File: src/rtl/layer_compositor.sv
// layer_compositor: fixed-priority merge of NUM_LAYERS drawing layers over a
// background colour, followed by a frame-stepped fade engine for screen
// transitions. Layer 0 has the highest priority.
// Two-stage pipeline: stage 1 picks the winning layer, stage 2 scales the
// colour by the fade level (0..16, where 16 means the colour passes unchanged).
// Optional feature: define LAYER_COLLISION_DETECT_EN to add the collision_map
// output, which gives a per-frame record of which layers overlapped.
module layer_compositor #(
    parameter int NUM_LAYERS  = 8,
    parameter int CH_W        = 4,
    parameter int FADE_FRAMES = 2,
    localparam int RGB_W      = 3 * CH_W,
    localparam int IDX_W      = $clog2(NUM_LAYERS) + 1
) (
    input  logic                        clk,
    input  logic                        reset,
    input  logic                        start_of_frame,
    input  logic [NUM_LAYERS-1:0]       layer_dr,
    input  logic [NUM_LAYERS*RGB_W-1:0] layer_rgb,
    input  logic [RGB_W-1:0]            background_rgb,
    input  logic [NUM_LAYERS-1:0]       layer_en_next,
    input  logic                        fade_req,
    input  logic                        fade_release,
    output logic [CH_W-1:0]             red_level,
    output logic [CH_W-1:0]             green_level,
    output logic [CH_W-1:0]             blue_level,
    output logic [IDX_W-1:0]            top_layer,
    output logic                        fade_black,
    output logic                        fade_done
`ifdef LAYER_COLLISION_DETECT_EN
    ,
    output logic [NUM_LAYERS-1:0]       collision_map
`endif
);

    typedef enum logic [1:0] {IDLE, FADE_OUT, BLACK, FADE_IN} fade_state_t;

    localparam int CNT_W = $clog2(FADE_FRAMES) + 1;
    localparam logic [CNT_W-1:0] CNT_LAST = CNT_W'(FADE_FRAMES - 1);
    localparam logic [IDX_W-1:0] BG_IDX   = IDX_W'(NUM_LAYERS);

    fade_state_t           state;
    logic [4:0]            level;
    logic [CNT_W-1:0]      frame_cnt;
    logic [NUM_LAYERS-1:0] mask_q;
    logic [NUM_LAYERS-1:0] eff_mask;
    logic [NUM_LAYERS-1:0] active;
    logic [RGB_W-1:0]      win_rgb;
    logic [IDX_W-1:0]      win_idx;
    logic [RGB_W-1:0]      sel_rgb;
    logic [IDX_W-1:0]      sel_idx;

    // The mask arriving with start_of_frame already applies to pixel (0,0).
    assign eff_mask = start_of_frame ? layer_en_next : mask_q;
    assign active   = layer_dr & eff_mask;

    // Scale one channel by the fade level; level 16 reproduces the input.
    function automatic logic [CH_W-1:0] scale(input logic [CH_W-1:0] c,
                                              input logic [4:0] lvl);
        logic [CH_W+4:0] prod;
        prod = {5'b0, c} * {{CH_W{1'b0}}, lvl};
        return prod[CH_W+3:4];
    endfunction

    // Latch the enable mask for the coming frame.
    always_ff @(posedge clk) begin
        if (reset)
            mask_q <= '1;
        else if (start_of_frame)
            mask_q <= layer_en_next;
    end

    // Priority pick: scanning from the top index down leaves the lowest active layer.
    always_comb begin
        win_rgb = background_rgb;
        win_idx = BG_IDX;
        for (int i = NUM_LAYERS - 1; i >= 0; i--) begin
            if (active[i]) begin
                win_rgb = layer_rgb[i*RGB_W +: RGB_W];
                win_idx = IDX_W'(i);
            end
        end
    end

    // Stage 1: register the winning colour and its layer index.
    always_ff @(posedge clk) begin
        if (reset) begin
            sel_rgb <= '0;
            sel_idx <= BG_IDX;
        end else begin
            sel_rgb <= win_rgb;
            sel_idx <= win_idx;
        end
    end

    // Stage 2: apply the fade level; the layer index bypasses the fade.
    always_ff @(posedge clk) begin
        if (reset) begin
            red_level   <= '0;
            green_level <= '0;
            blue_level  <= '0;
            top_layer   <= BG_IDX;
        end else begin
            red_level   <= scale(sel_rgb[RGB_W-1 -: CH_W], level);
            green_level <= scale(sel_rgb[2*CH_W-1 -: CH_W], level);
            blue_level  <= scale(sel_rgb[CH_W-1:0], level);
            top_layer   <= sel_idx;
        end
    end

    // Fade engine: the level steps only on start_of_frame, once every FADE_FRAMES frames.
    always_ff @(posedge clk) begin
        if (reset) begin
            state      <= IDLE;
            level      <= 5'd16;
            frame_cnt  <= '0;
            fade_black <= 1'b0;
            fade_done  <= 1'b0;
        end else begin
            fade_done <= 1'b0;
            case (state)
                IDLE: begin
                    if (fade_req) begin
                        state     <= FADE_OUT;
                        frame_cnt <= '0;
                    end
                end
                FADE_OUT: begin
                    if (start_of_frame) begin
                        if (frame_cnt == CNT_LAST) begin
                            frame_cnt <= '0;
                            level     <= level - 5'd1;
                            if (level == 5'd1) begin
                                state      <= BLACK;
                                fade_black <= 1'b1;
                            end
                        end else begin
                            frame_cnt <= frame_cnt + CNT_W'(1);
                        end
                    end
                end
                BLACK: begin
                    if (fade_release) begin
                        state      <= FADE_IN;
                        frame_cnt  <= '0;
                        fade_black <= 1'b0;
                    end
                end
                FADE_IN: begin
                    if (start_of_frame) begin
                        if (frame_cnt == CNT_LAST) begin
                            frame_cnt <= '0;
                            level     <= level + 5'd1;
                            if (level == 5'd15) begin
                                state     <= IDLE;
                                fade_done <= 1'b1;
                            end
                        end else begin
                            frame_cnt <= frame_cnt + CNT_W'(1);
                        end
                    end
                end
                default: state <= IDLE;
            endcase
        end
    end

`ifdef LAYER_COLLISION_DETECT_EN
    logic [NUM_LAYERS-1:0] coll_acc;
    logic [NUM_LAYERS-1:0] coll_hit;

    // Two or more active layers means every active layer in this pixel collided.
    assign coll_hit = (|(active & (active - NUM_LAYERS'(1)))) ? active : '0;

    // Sticky per-frame accumulator; the start_of_frame pixel belongs to the new frame.
    always_ff @(posedge clk) begin
        if (reset) begin
            coll_acc      <= '0;
            collision_map <= '0;
        end else if (start_of_frame) begin
            collision_map <= coll_acc;
            coll_acc      <= coll_hit;
        end else begin
            coll_acc <= coll_acc | coll_hit;
        end
    end
`endif

endmodule

File: config.mk
export PLATFORM = sky130hd
export DESIGN_NAME = layer_compositor
export DESIGN_NICKNAME = d
export VERILOG_FILES = /design/src/rtl/layer_compositor.sv
export SDC_FILE = /design/constraint.sdc
export NUM_CORES = 1
export LEC_CHECK = 0
export BUFFER_PORTS_ARGS = -buffer_cell sky130_fd_sc_hd__buf_2
export CAP_MARGIN = 20
export CELL_PAD_IN_SITES_DETAIL_PLACEMENT = 1
export CELL_PAD_IN_SITES_GLOBAL_PLACEMENT = 1
export CORE_MARGIN = 10
export CORE_UTILIZATION = 37
export DETAILED_ROUTE_END_ITERATION = 12
export GPL_ROUTABILITY_DRIVEN = 0
export HOLD_SLACK_MARGIN = 0.03
export PLACE_DENSITY_LB_ADDON = 0.1
export SETUP_SLACK_MARGIN = 0.2
export SLEW_MARGIN = 20
export SYNTH_ARGS = -nofsm -noshare
export SYNTH_HDL_FRONTEND = slang
export SYNTH_SLANG_ARGS = --single-unit
File: constraint.sdc
create_clock -name clk -period 3.7 [get_ports clk]
set_input_delay 0.925 -clock clk [delete_from_list [all_inputs] [get_ports clk]]
set_output_delay 0.925 -clock clk [all_outputs]
set_load 0.005 [all_outputs]
# Yosys cells after proc, flatten, opt, wreduce, memory -nomap -nowiden
# Cells that the tools add are included.
[word_totals]
ramBits = 0
latch_bits = 0
output_inout_bits = 18
ff_bits = 51
n_memories = 0
mem_bits_ro = 0
[classes]
n_eq_ne = 15
muxes = 42
addsub = 3
bitwise_logic = 4
shift = 0
n_reduce_logical = 12
n_lt_le_gt_ge = 0
n_mul = 3
div = 0
[op_table]
columns = ["cell", "count"]
rows = [
  ["$mux 12", 8],
  ["$mux 4", 8],
  ["$mul 4x5->8", 3],
  ["$mux 2", 12],
  ["$mux 5", 4],
  ["$ne 2x2->1 const B", 8],
  ["$pmux 5 s2", 1],
  ["$reduce_and 5->1", 2],
  ["$and 8x8->8", 1],
  ["$mux 8", 1],
  ["$pmux 2 s4", 1],
  ["$reduce_and 8->1", 1],
  ["$pmux 2 s3", 1],
  ["$add 5x1->5 const B", 1],
  ["$eq 5x1->1 const B", 1],
  ["$eq 5x4->1 const B", 1],
  ["$mux 1", 5],
  ["$reduce_or 5->1", 1],
  ["$sub 5x1->5 const B", 1],
  ["$eq 2x1->1 const B", 2],
  ["$eq 2x2->1 const B", 2],
  ["$reduce_bool 2->1", 2],
  ["$reduce_or 2->1", 2],
  ["$reduce_or 4->1", 1],
  ["7 further kinds", 9],
]

# Longest topological paths before layout
[depth]
word_depth = 10
mapped_depth = 13
mapped_depth_nobuf = 11

# Least setup slack after synthesis
# OpenSTA, ideal clock, no wires.
[synth_path]
path_kind = "register to register"
from = "register level[1]"
to = "register blue_level[3]"
path_slack_ns = 0.376
stages_incl_launch_ff = 13
arrival_ns = 3.196
required_time_ns = 3.572
path_cell_list = "dfxtp_1 -> clkbuf_1 -> clkbuf_1 -> nand2_1 -> fa_1 -> fa_1 -> inv_1 -> ha_1 -> and3_1 -> a221o_1 -> a31oi_1 -> xnor2_1 -> nor2_1"
[synth_via]
elab_chain_len = 1
[synth_rtl]
columns = ["item", "line", "text"]
rows = [
  ["from (decl)", "43", "logic [4:0] level;"],
  ["from (signal assigned)", "132", "level <= level - 5'd1;"],
  ["from (signal assigned)", "153", "level <= level + 5'd1;"],
  ["$mul 4x5->8", "61", "prod = {5'b0, c} * {{CH_W{1'b0}}, lvl};"],
  ["to (signal assigned)", "106", "blue_level <= scale(sel_rgb[CH_W-1:0], level);"],
  ["to (decl)", "26", "output logic [CH_W-1:0] blue_level,"],
]
# No other way between the ends.
# A chain may end at the register's enable or synchronous reset.

# Worst setup path in the final report
[layout_path]
from = "register level[2]"
to = "register blue_level[2]"
# The elaborated chain is that of the path after synthesis.

==> results.yml <==
floorplan:
  core_area_mm2: 0.0109
  die_h_um: 126
  rows: 38
  io_pins: 147
  fp.dieArea_mm2: 0.0159
  die_x_um: 126
  initial_core_util: 0.380
power_and_ir_drop:
  peakVddDrop_mv: 0.190
  comb_power_share: 0.325
  p_per_area_mw_per_mm2: 329
  clock_power_share: 0.284
  p_leak_uw: 0.00251
  p_sw_uw: 574
  power.internal_uw: 1110
  pwr-share-seq: 0.390
  p_sw_frac: 0.341
placement:
  port_buffers: 146
  dp_hpwl_um: 11900
  dp.cells: 751
routing:
  drt_pass1_iterations: 4
  via_per_inst: 5.31
  first_iter_violations: 109
  drc: 0
  via_count: 4028
  final_antenna_net_count: 0
  wl_per_cell_um: 19.0
  wirelength_um: 14400
synth:
  netlist_instances: 485
  synth.cell_area_mm2: 0.00416
  synth_async_sr_flop_share: 0
  synthDistinctLibCells: 55
  synth_flop_cell: "dfxtp_1"
  synth_warnings: 0
  synth.area.top_cells: "dfxtp_1 25%, ha_1 11%, fa_1 7.2%, nand2_1 4.6%, o21a_1 4.0%"
  synth_edf_count: 0
  yosys_register_bits: 51
  synth_area_per_cell_um2: 8.57
  synth_area_leader_cell: "dfxtp_1"
  ys_seq_area_frac: 0.246
  synth_nets: 664
  synth_top_area_share: 0.246
cells_and_area:
  fill_cells: 1401
  syn2layout_area_growth_pct: 23.1
  drive_above_1_share: 0.310
  diodes: 0
  nets: 797
  layout.cells.non_filler: 759
grt:
  grt_pass1_vias: 4542
  antenna_found_initial: 1
  grt_overflow: 0
  grt_pass1_wl_um: 23500
  grt_max_degree: 27
  track_usage: 0.179
timing:
  clock_skew_ps: 7.47
  setup_viol: 0
  slew_viol_final: 0
  fin_crit_ps: 3310
  hold_viol: 0
  fmax_ghz: 0.302
  rsz0062_at_grt: "no"
  tightest_slew_ps: 1010
  fin_crit_sh: 0.894
  whs_ps: 423
  fin_tns_setup_ps: 0
  relSlewSlack: 0.325
critical_path:
  endpoint_kind: "flip-flop"
  crit_path_start: "level[2]"
  critPathLaunchType: "flip-flop"
  reg2reg_to: "blue_level[2]"
  crit_fanout: 12
  cp-endpoint: "blue_level[2]"
  reg2reg_from: "level[2]"
  required_ps: 3870
  critPathKind: "flip-flop to flip-flop"
  crit_arrival_ps: 3480
  rrSetupSlack_ps: 390
  reg2reg_depth: 10
clock_tree:
  clk_latency_ps: 300
  postCtsSetupBuffers: 0
  clk_path_buf_depth: 2
  cts_made_buffers: 5
  clkSinkCount: 51
  htreeDepth: 2
  clk_pin_slew_worst_paths_ps: 70
  cts_root_buf: "clkbuf_16"
  cts_tree: "built"
worst_hold_path:
  holdCritPathClass: "flip-flop to flip-flop"
flow_run:
  maxCapViolations: 0
run_status:
  status: "complete, no violations"
[logic make-up after synthesis]
group	Yosys count	synth area share
and+or+nand+nor	168	0.207
AOI/OAI and AO/OA	124	0.227
buffers and inverters	59	0.0665
DFF	51	0.246
adders and majority gates	50	0.178
xor gates and xnor gates	22	0.0463
muxes	11	0.0298
[layer usage]
layer	wire (um)	vias up	global-route usage
met2	7040	117	0.310
met3	1280	7	0.0717
li1	-	1975	-
met5	13	-	0
met4	126	2	0.0382
met1	5940	1927	0.203
[state kept, by name, indices dropped and copies added, names as in the netlist]
signal and flops:
fade_black 1, blue_level 4, fade_done 1, sel_rgb 12, sel_idx 4, state 2, red_level 4, frame_cnt 2
level 5, green_level 4, mask_q 8, top_layer 4
[cell type report]
type                       count  area [um^2]  area share
clock inverter                 3         23.8     0.00465
multi-input combinational    375         2860       0.560
timing repair buffer         154          791       0.155
clock buffer                   5          125      0.0245
tap                          140          175      0.0342
inverter                      31          116      0.0227
sequential                    51         1020       0.200
[worst min-delay path by stage]
stage          startpoint            to  slack, ps  depth (start not counted)
6_report       sel_idx[3]  top_layer[3]        420                          1
5_1_grt        sel_idx[3]  top_layer[3]        430                          1
3_3_place_gp   sel_idx[3]  top_layer[3]        390                          1
2_1_floorplan  sel_idx[3]  top_layer[3]        390                          1
4_1_cts        sel_idx[3]  top_layer[3]        430                          1
3_5_place_dp   sel_idx[3]  top_layer[3]        400                          1
[stage by stage]
step | utilization | instance area (um^2) | power [uW] | setup WS, ps
final | 0.468 | 5120 | 1680 | 393
after global routing | 0.468 | 5120 | 1810 | 209
after CTS | 0.468 | 5110 | 1700 | 237
after detailed placement | 0.454 | 4960 | 1220 | 307
after global placement | 0.454 | 4960 | 1200 | 437
after floorplan | - | 4160 | 1020 | 376
[cell usage in the layout, fill, tap and decap left out, types with 13 or more instances in the layout]
master,netlist,routed
a211oi_1,13,13
a221o_1,14,14
and2_1,24,24
and3_1,18,18
buf_2,5,146
dfxtp_1,51,50
fa_1,15,15
ha_1,35,35
inv_1,31,31
nand2_1,51,51
nor2_1,35,35
o21a_1,22,22
xnor2_1,16,16
[Yosys cell counts (2+ instances only)]
master    number
nor3b_1        4
or2_2          5
nand2b_1       7
nand3_1        5
o221a_2       11
o21ai_0        8
and3_1        18
buf_2          5
a21oi_1       11
nor2b_1        4
ha_1          35
buf_6          3
dfxtp_1       51
xor2_1         6
fa_1          15
a21o_1         3
o21a_1        22
o22ai_1        2
a31oi_1        8
and4_1         3
mux2i_1        5
nor2_1        35
clkbuf_1      13
nand2_1       51
nor3_1         3
xnor2_1       16
inv_1         31
a211oi_1      13
mux2_2         4
and2_1        24
buf_4          7
a22oi_1       11
a221o_1       14
o21ai_1       11
[power groups by stage]
stage	Clock (uW)	Sequential, uW	Combinational [uW]
6_report	478	656	547
5_1_grt	523	666	621
4_1_cts	495	657	553
3_5_place_dp	0	670	549
3_3_place_gp	0	667	535
2_1_floorplan	0	647	372
[worst max-delay path: stages, from the launching register on]
cell and delay, ps:
dfxtp_1 570, nand2_1 130, fa_1 520, fa_1 550, inv_1 40, ha_1 320, and3_1 200, a221o_1 380
a21oi_1 210, xor2_1 190, nor2_1 60
[timing repair]
action | 4_1_cts | 5_1_grt
setup endpoints to repair | 0 | 6
endpoints found under the hold margin | 0 | 0
hold buffers | 0 | 0
resized for setup | 0 | 1
Power figures use the tool's default switching activity.
